==> src/rtl/mem_arbiter_if.sv <==
// Bundle of the instruction-cache, data-cache and RAM signals around mem_arbiter.
// slave = arbiter view; master = caches + RAM view.
interface mem_arbiter_if #(
  parameter int ADDR_W = 32,
  parameter int DATA_W = 32
);
  logic              iREN;
  logic [ADDR_W-1:0] iaddr;
  logic              iwait;
  logic [DATA_W-1:0] iload;
  logic              dREN;
  logic              dWEN;
  logic [ADDR_W-1:0] daddr;
  logic [DATA_W-1:0] dstore;
  logic              dwait;
  logic [DATA_W-1:0] dload;
  logic              ramREN;
  logic              ramWEN;
  logic [ADDR_W-1:0] ramaddr;
  logic [DATA_W-1:0] ramstore;
  logic [DATA_W-1:0] ramload;
  logic              ram_done;

  modport slave (
    input  iREN, iaddr, dREN, dWEN, daddr, dstore, ramload, ram_done,
    output iwait, iload, dwait, dload, ramREN, ramWEN, ramaddr, ramstore
  );

  modport master (
    output iREN, iaddr, dREN, dWEN, daddr, dstore, ramload, ram_done,
    input  iwait, iload, dwait, dload, ramREN, ramWEN, ramaddr, ramstore
  );
endinterface

==> src/rtl/mem_arbiter.sv <==
// Shares one RAM port between the I-cache and D-cache; data side has priority.
// Define ARB_FAIR_EN to bound instruction starvation to MAX_DSTREAK data grants.
module mem_arbiter #(
  parameter int ADDR_W      = 32,
  parameter int DATA_W      = 32,
  parameter int MAX_DSTREAK = 4
) (
  input logic         CLK,
  input logic         nRST,
  mem_arbiter_if.slave bus
);

  typedef enum logic [1:0] {IDLE, DGNT, IGNT, BUBBLE} state_t;

  state_t            state, next_state;
  logic              dreq;
  logic              fair_igrant;
  logic [ADDR_W-1:0] ram_a;
  logic [DATA_W-1:0] ram_s;

  if (MAX_DSTREAK < 1 || MAX_DSTREAK > 7) begin : g_cfg_check
    $error("mem_arbiter: MAX_DSTREAK must fit the 3-bit streak counter (1..7)");
  end

  assign dreq = bus.dREN | bus.dWEN;

`ifdef ARB_FAIR_EN
  logic [2:0] dstreak;

  always_ff @(posedge CLK or negedge nRST) begin
    if (!nRST) begin
      dstreak <= '0;
    end else if (state == IGNT && bus.iREN && bus.ram_done) begin
      dstreak <= '0;
    end else if (state == IDLE && !bus.iREN) begin
      dstreak <= '0;
    end else if (state == DGNT && dreq && bus.ram_done && bus.iREN && dstreak != 3'd7) begin
      dstreak <= dstreak + 3'd1;
    end
  end

  assign fair_igrant = bus.iREN && (dstreak == 3'(MAX_DSTREAK));
`else
  assign fair_igrant = 1'b0;
`endif

  always_ff @(posedge CLK or negedge nRST) begin
    if (!nRST) state <= IDLE;
    else       state <= next_state;
  end

  // RAM side is purely combinational from state and requester inputs, so an
  // async reset drops the strobes in the same cycle.
  always_comb begin
    next_state  = state;
    bus.ramREN  = 1'b0;
    bus.ramWEN  = 1'b0;
    ram_a       = '0;
    ram_s       = '0;
    bus.iload   = '0;
    bus.dload   = '0;
    bus.iwait   = 1'b1;
    bus.dwait   = 1'b1;

    unique case (state)
      IDLE: begin
        if (fair_igrant)    next_state = IGNT;
        else if (dreq)      next_state = DGNT;
        else if (bus.iREN)  next_state = IGNT;
      end

      DGNT: begin
        if (!dreq) begin
          next_state = IDLE;
        end else begin
          ram_a      = bus.daddr;
          ram_s      = bus.dstore;
          bus.ramWEN = bus.dWEN;
          bus.ramREN = bus.dREN & ~bus.dWEN;
          if (bus.ram_done) begin
            bus.dwait  = 1'b0;
            bus.dload  = bus.ramload;
            next_state = BUBBLE;
          end
        end
      end

      IGNT: begin
        if (!bus.iREN) begin
          next_state = IDLE;
        end else begin
          ram_a      = bus.iaddr;
          bus.ramREN = 1'b1;
          if (bus.ram_done) begin
            bus.iwait  = 1'b0;
            bus.iload  = bus.ramload;
            next_state = BUBBLE;
          end
        end
      end

      BUBBLE: next_state = IDLE;

      default: next_state = IDLE;
    endcase

    bus.ramaddr  = ram_a;
    bus.ramstore = ram_s;
  end

endmodule

==> src/flat_wrapper.sv <==
// flat-port wrapper written by rule: the top's interface ports become plain ports
module mem_arbiter_flat 
#(
  parameter int ADDR_W      = 32,
  parameter int DATA_W      = 32,
  parameter int MAX_DSTREAK = 4
)
  (CLK, nRST, bus_iREN, bus_iaddr, bus_dREN, bus_dWEN, bus_daddr, bus_dstore, bus_ramload, bus_ram_done, bus_iwait, bus_iload, bus_dwait, bus_dload, bus_ramREN, bus_ramWEN, bus_ramaddr, bus_ramstore);
  mem_arbiter_if #(.ADDR_W(ADDR_W), .DATA_W(DATA_W)) bus_i ();
  input logic CLK;
  input logic nRST;
  input wire logic [$bits(bus_i.iREN)-1:0] bus_iREN;
  input wire logic [$bits(bus_i.iaddr)-1:0] bus_iaddr;
  input wire logic [$bits(bus_i.dREN)-1:0] bus_dREN;
  input wire logic [$bits(bus_i.dWEN)-1:0] bus_dWEN;
  input wire logic [$bits(bus_i.daddr)-1:0] bus_daddr;
  input wire logic [$bits(bus_i.dstore)-1:0] bus_dstore;
  input wire logic [$bits(bus_i.ramload)-1:0] bus_ramload;
  input wire logic [$bits(bus_i.ram_done)-1:0] bus_ram_done;
  output wire logic [$bits(bus_i.iwait)-1:0] bus_iwait;
  output wire logic [$bits(bus_i.iload)-1:0] bus_iload;
  output wire logic [$bits(bus_i.dwait)-1:0] bus_dwait;
  output wire logic [$bits(bus_i.dload)-1:0] bus_dload;
  output wire logic [$bits(bus_i.ramREN)-1:0] bus_ramREN;
  output wire logic [$bits(bus_i.ramWEN)-1:0] bus_ramWEN;
  output wire logic [$bits(bus_i.ramaddr)-1:0] bus_ramaddr;
  output wire logic [$bits(bus_i.ramstore)-1:0] bus_ramstore;
  assign bus_i.iREN = bus_iREN;
  assign bus_i.iaddr = bus_iaddr;
  assign bus_i.dREN = bus_dREN;
  assign bus_i.dWEN = bus_dWEN;
  assign bus_i.daddr = bus_daddr;
  assign bus_i.dstore = bus_dstore;
  assign bus_i.ramload = bus_ramload;
  assign bus_i.ram_done = bus_ram_done;
  assign bus_iwait = bus_i.iwait;
  assign bus_iload = bus_i.iload;
  assign bus_dwait = bus_i.dwait;
  assign bus_dload = bus_i.dload;
  assign bus_ramREN = bus_i.ramREN;
  assign bus_ramWEN = bus_i.ramWEN;
  assign bus_ramaddr = bus_i.ramaddr;
  assign bus_ramstore = bus_i.ramstore;
  mem_arbiter #(.ADDR_W(ADDR_W), .DATA_W(DATA_W), .MAX_DSTREAK(MAX_DSTREAK)) u_core (.CLK(CLK), .nRST(nRST), .bus(bus_i));
endmodule
==> config.mk <==
export PLATFORM = sky130hd
export DESIGN_NAME = mem_arbiter_flat
export DESIGN_NICKNAME = d
export VERILOG_FILES = /design/src/rtl/mem_arbiter_if.sv /design/src/rtl/mem_arbiter.sv /design/src/flat_wrapper.sv
export SDC_FILE = /design/constraint.sdc
export NUM_CORES = 1
export LEC_CHECK = 0
export ABC_AREA = 1
export CAP_MARGIN = 20
export CORE_AREA = 2 2 105 107
export CTS_BUF_LIST = sky130_fd_sc_hd__clkbuf_16
export CTS_CLUSTER_SIZE = 24
export DETAILED_ROUTE_END_ITERATION = 16
export DIE_AREA = 0 0 107 109
export GPL_ROUTABILITY_DRIVEN = 0
export PLACE_DENSITY_LB_ADDON = 0.08
export REMOVE_ABC_BUFFERS = 1
export SLEW_MARGIN = 20
export SYNTH_ARGS = -nofsm -noshare
export SYNTH_HDL_FRONTEND = slang
export SYNTH_SLANG_ARGS = --single-unit
==> constraint.sdc <==
create_clock -name CLK -period 2 [get_ports CLK]
set_input_delay 0.3 -clock CLK [delete_from_list [all_inputs] [get_ports CLK]]
set_output_delay 0.3 -clock CLK [all_outputs]
set_load 0.05 [all_outputs]
# After elaboration in Yosys (flattened, before gate mapping)
# Cells that the tools add are included.
[totals]
word_cells = 35
output_inout_bits = 132
input_bits = 134
ff_bits = 2
[classes]
n_mux = 26
n_reduce_logical = 1
n_bitwise = 3
eq_ne = 4
[ops]
columns = ["op", "n"]
rows = [
  ["32-bit 2-to-1 mux", 9],
  ["32-bit one-hot mux with 2 select lines", 1],
  ["2-bit 2-to-1 mux", 5],
  ["1-bit 2-to-1 mux", 9],
  ["2-bit one-hot mux with 4 select lines", 1],
  ["2-bit equality test, second input constant", 2],
  ["3-bit by 2-bit != test with 1-bit output, second input constant", 1],
  ["2-bit by 1-bit equality test with 1-bit output, second input constant", 1],
  ["2-bit logical NOT", 1],
  ["1-bit one-hot mux with 2 select lines", 1],
  ["1-bit AND", 1],
  ["1-bit inverter", 1],
  ["1-bit bitwise OR", 1],
]

# Logic depth before layout (Yosys ltp)
[depth]
ltp_word = 4
depth_mapped = 7
ltp_nobuf = 7

# Least setup slack after synthesis
# No wires, ideal clock.
[synth_timing]
path_kind = "register to output"
from = "register u_core.state[0]"
to = "output bus_ramaddr[0]"
path_stages_with_launch = 8
required_time_ns = 1.700
setup_slack_ns = -0.137
arrival_ns = 1.837
n_path_buf = 1
path_cell_list = "dfrtp_1 > inv_1 > ha_1 > nand2_1 > inv_2 > buf_2 > nand2_1 > a21oi_1"
[synth_via]
elab_chain_cells = 2
elab_cells_between_ends = 3
cone_classes = "2 x eq/ne; 1 x mux"
[synth_rtl]
columns = ["element", "line", "source"]
rows = [
  ["start: declaration", "mem_arbiter.sv:15", "state_t state, next_state;"],
  ["start signal: assignment", "mem_arbiter.sv:49", "else state <= next_state;"],
  ["2-bit equality test or 2-bit by 1-bit equality test with 1-bit output (tied branches)", "mem_arbiter.sv:65", "unique case (state)"],
  ["32-bit one-hot mux with 2 select lines *", "mem_arbiter.sv:65", ""],
  ["end: declaration", "flat_wrapper.sv:26", "output wire logic [$bits(bus_i.ramaddr)-1:0] bus_ramaddr;"],
]
# Mark *: on every way between the ends. The rest lies on a longest branch, timed or not.

# Worst setup path after layout
[layout_timing]
from = "register u_core.state[1]"
to = "output bus_ramaddr[9]"
# Same word-level chain as after synthesis.

==> summary.txt <==
Tmin final - 1978 ps
Drt wl/cell - 15.12 µm
Fmax - 505.6 MHz
Worst vdd ir - 0.0004891 V
Max_cap viols - 0
Row cnt - 38
Net Sw Frac - 57.68%
Reg2reg end - u_core.state[0]
Worst Reg-to-Reg Cells - 8
DP HPWL - 8.955 mm
Pwr/cell area - 971.9 nW/µm²
Crit Path Max Fanout - 33
Worst clock skew - 0.08094 ps
Sequential fraction of design power - 1.5%
H-tree Lvls - 1
DR vias/cell - 4.049
Placed cell count - 714
Final Util - 52.16%
Top reg by flops - u_core.state
Post-synthesis mux area share - 0%
Post-synth design cell area - 1503 µm²
Critical Path End Type - primary output
Internal power - 2.275 mW
Final Power - 5.375 mW
Post-route DRC - 0
Reg-to-reg slack, setup - 540 ps
Die width - 107 µm
Post-synthesis cell type count - 16
Xor/xnor share of the synthesized area - 0%
Max clock buf depth - 2
Final Non-Filler Cells - 721
Number of fill cells - 996
Die Y - 109 µm
Largest net degree at the start of global routing - 36
Max FFs per register - 2
Clock-pin slew on the worst setup and hold paths - 30 ps
Post-Synthesis Cells - 323
Slowest stage delay, CP - 370 ps
TritonRoute pass-1 iters - 4
Clock share of power - 5.6%
R2r startpoint - u_core.state[0]
CTS sink cnt - 2
Setup TNS - 0 ps
Leakage - 2.327 nW
RSZ-0062 raised after global routing - yes
Crit path from - u_core.state[1]
Critical path class - flop to primary output
Switching pwr - 3.100 mW
Number of antenna violations at the first check in global routing - 0
Register area share after synthesis - 3.331%
Post-Synth Adder-Cell Area - 4.996%
Biggest regs - u_core.state: 2 flops
Antenna Violating Nets Remaining - 0
Gr usage total - 16.99%
Largest area contributor in the synthesized netlist - nand2_1
Initial Util - 14.17%
YS warnings - 0
Worst path buffer plus inverter count - 5
Critical Path, Cell by Cell - inv_1, buf_4, ha_1, inv_1, buf_12, a21oi_1, buf_4
Slew at the pin with the worst max-slew slack - 287.0 ps
Detailed-route wire length - 10.90 mm
Remaining Overflow, GRT - 0
Gate power share - 92.9%
Final Max Slew Viols - 0
WP data arrival - 1680 ps
Core area - 10600 µm²
WP depth - 7
Synth top area cells - nand2_1 27%, nor2_1 19%, a21oi_1 12%
Avg Inst Size Synth - 4.652 µm²
CP max stage cell - dfrtp_1
Worst hold path class - input pin to async pin
Relative slew margins - 80.86%
Compound-Gate Fraction of Synth Area - 11.66%
Root Driver - clkbuf_16
Status - finished, final reports clean
Fin. Hold Viols - 0
Synth Area in Simple Gates - 58.03%
CTS tree - done
Delay-heaviest family, CP - buffers and inverters
Share of post-route cells with drive strength above 1 - 39.59%
Final nets - 723
Area of the die - 11660 µm²
Buffers added on ports - 265
#FFs+latches synth - 2
Ports - 266
Vias in the first global route - 2771
Setup violations, final - 0
Via Count - 2919
Worst EP required - 1700 ps
Num CTS Buffers - 3
Clock Latency Late Sink - 220 ps
Largest family of logic cells by synthesized area - simple AND/OR/NAND/NOR gates
Fin crit share - 98.88%
DRT iter0 DRCs - 134
Global-route wire length before repair - 15.32 mm
P&R area growth vs syn - 268.0%
Post-synth top area share - 26.98%
CP Launch Type - flop
Antenna diodes - 0
synthesized netlist by cell type:
cell type / number
a21oi_1: 35
buf_2: 8
buf_4: 1
buf_6: 9
clkbuf_1: 5
clkinv_2: 1
dfrtp_1: 2
ha_1: 6
inv_1: 39
inv_2: 3
nand2_1: 108
nand2_2: 1
nand2_4: 1
nand3_1: 7
nor2_1: 77
nor2_2: 20
per-stage QoR:
stage | worst slack, ps | cell area, µm² | hold slack (ps)
floorplan | -954.9 | 1335 | 4.409
global placement | -38.18 | 5201 | 471.9
detailed placement | -111.2 | 5201 | 480.1
CTS | -62.17 | 5321 | 249.4
global route | -57.01 | 5530 | 251.7
finish | 22.31 | 5530 | 249.1
what timing repair did:
| action | in CTS | in global routing |
|---|---|---|
| setup buffers | 0 | 2 |
| cloned | 0 | 2 |
| hold buffers | 0 | 0 |
| endpoints found under the setup margin | 96 | 97 |
| resized for setup | 17 | 52 |
| hold endpoints to repair | 0 | 0 |
cell usage in the layout (no fill, tap or decap), drive strengths merged:
cell             n
nand2          110
buf            143
inv             42
nor2            97
clkdlybuf4s50  133
ha               6
dfrtp            2
clkbuf           5
clkinv           1
a21oi           35
nand3            7
worst max-delay path by stage:
| stage | end |
|---|---|
| floorplan | bus_ramaddr[0] |
| global placement | bus_ramaddr[20] |
| detailed placement | bus_ramaddr[9] |
| CTS | bus_ramaddr[9] |
| global route | bus_iload[10] |
| finish | bus_ramaddr[9] |
layer usage:
metal | vias up | share of wire (%) | global-route usage, %
met5 | - | 0 | 0
met4 | 0 | 2.1 | 4.267
met1 | 1283 | 31 | 14.16
met2 | 154 | 56 | 35.85
met3 | 13 | 11 | 7.412
li1 | 1469 | - | -
area by class of cell:
| cell class | count | area [µm²] | area share [%] |
|---|---|---|---|
| Clock buffer | 3 | 75.07 | 1.357 |
| Inverter | 43 | 176.4 | 3.190 |
| Multi-Input combinational cell | 255 | 1270 | 22.96 |
| Sequential cell | 2 | 50.05 | 0.9050 |
| Timing Repair Buffer | 278 | 3784 | 68.42 |
| Tap cell | 140 | 175.2 | 3.167 |
kinds of logic (layout without fill, tap and decap cells):
group	Yosys count	count (layout)
buffers and inverters	66	324
AOI/OAI and AO/OA	35	35
adders and majority gates	6	6
DFF	2	2
and+or+nand+nor	214	214
power groups by stage:
| stage | Clock [mW] | Combinational [mW] | Sequential, mW |
|---|---|---|---|
| 3_5_place_dp | 0 | 4.74 | 0.0826 |
| 6_report | 0.301 | 4.99 | 0.0827 |
| 3_3_place_gp | 0 | 4.72 | 0.0827 |
| 2_1_floorplan | 0 | 2.47 | 0.0784 |
| 5_1_grt | 0.310 | 5.22 | 0.0863 |
| 4_1_cts | 0.307 | 4.80 | 0.0839 |
No activity file was read; power rests on OpenSTA's default activity.
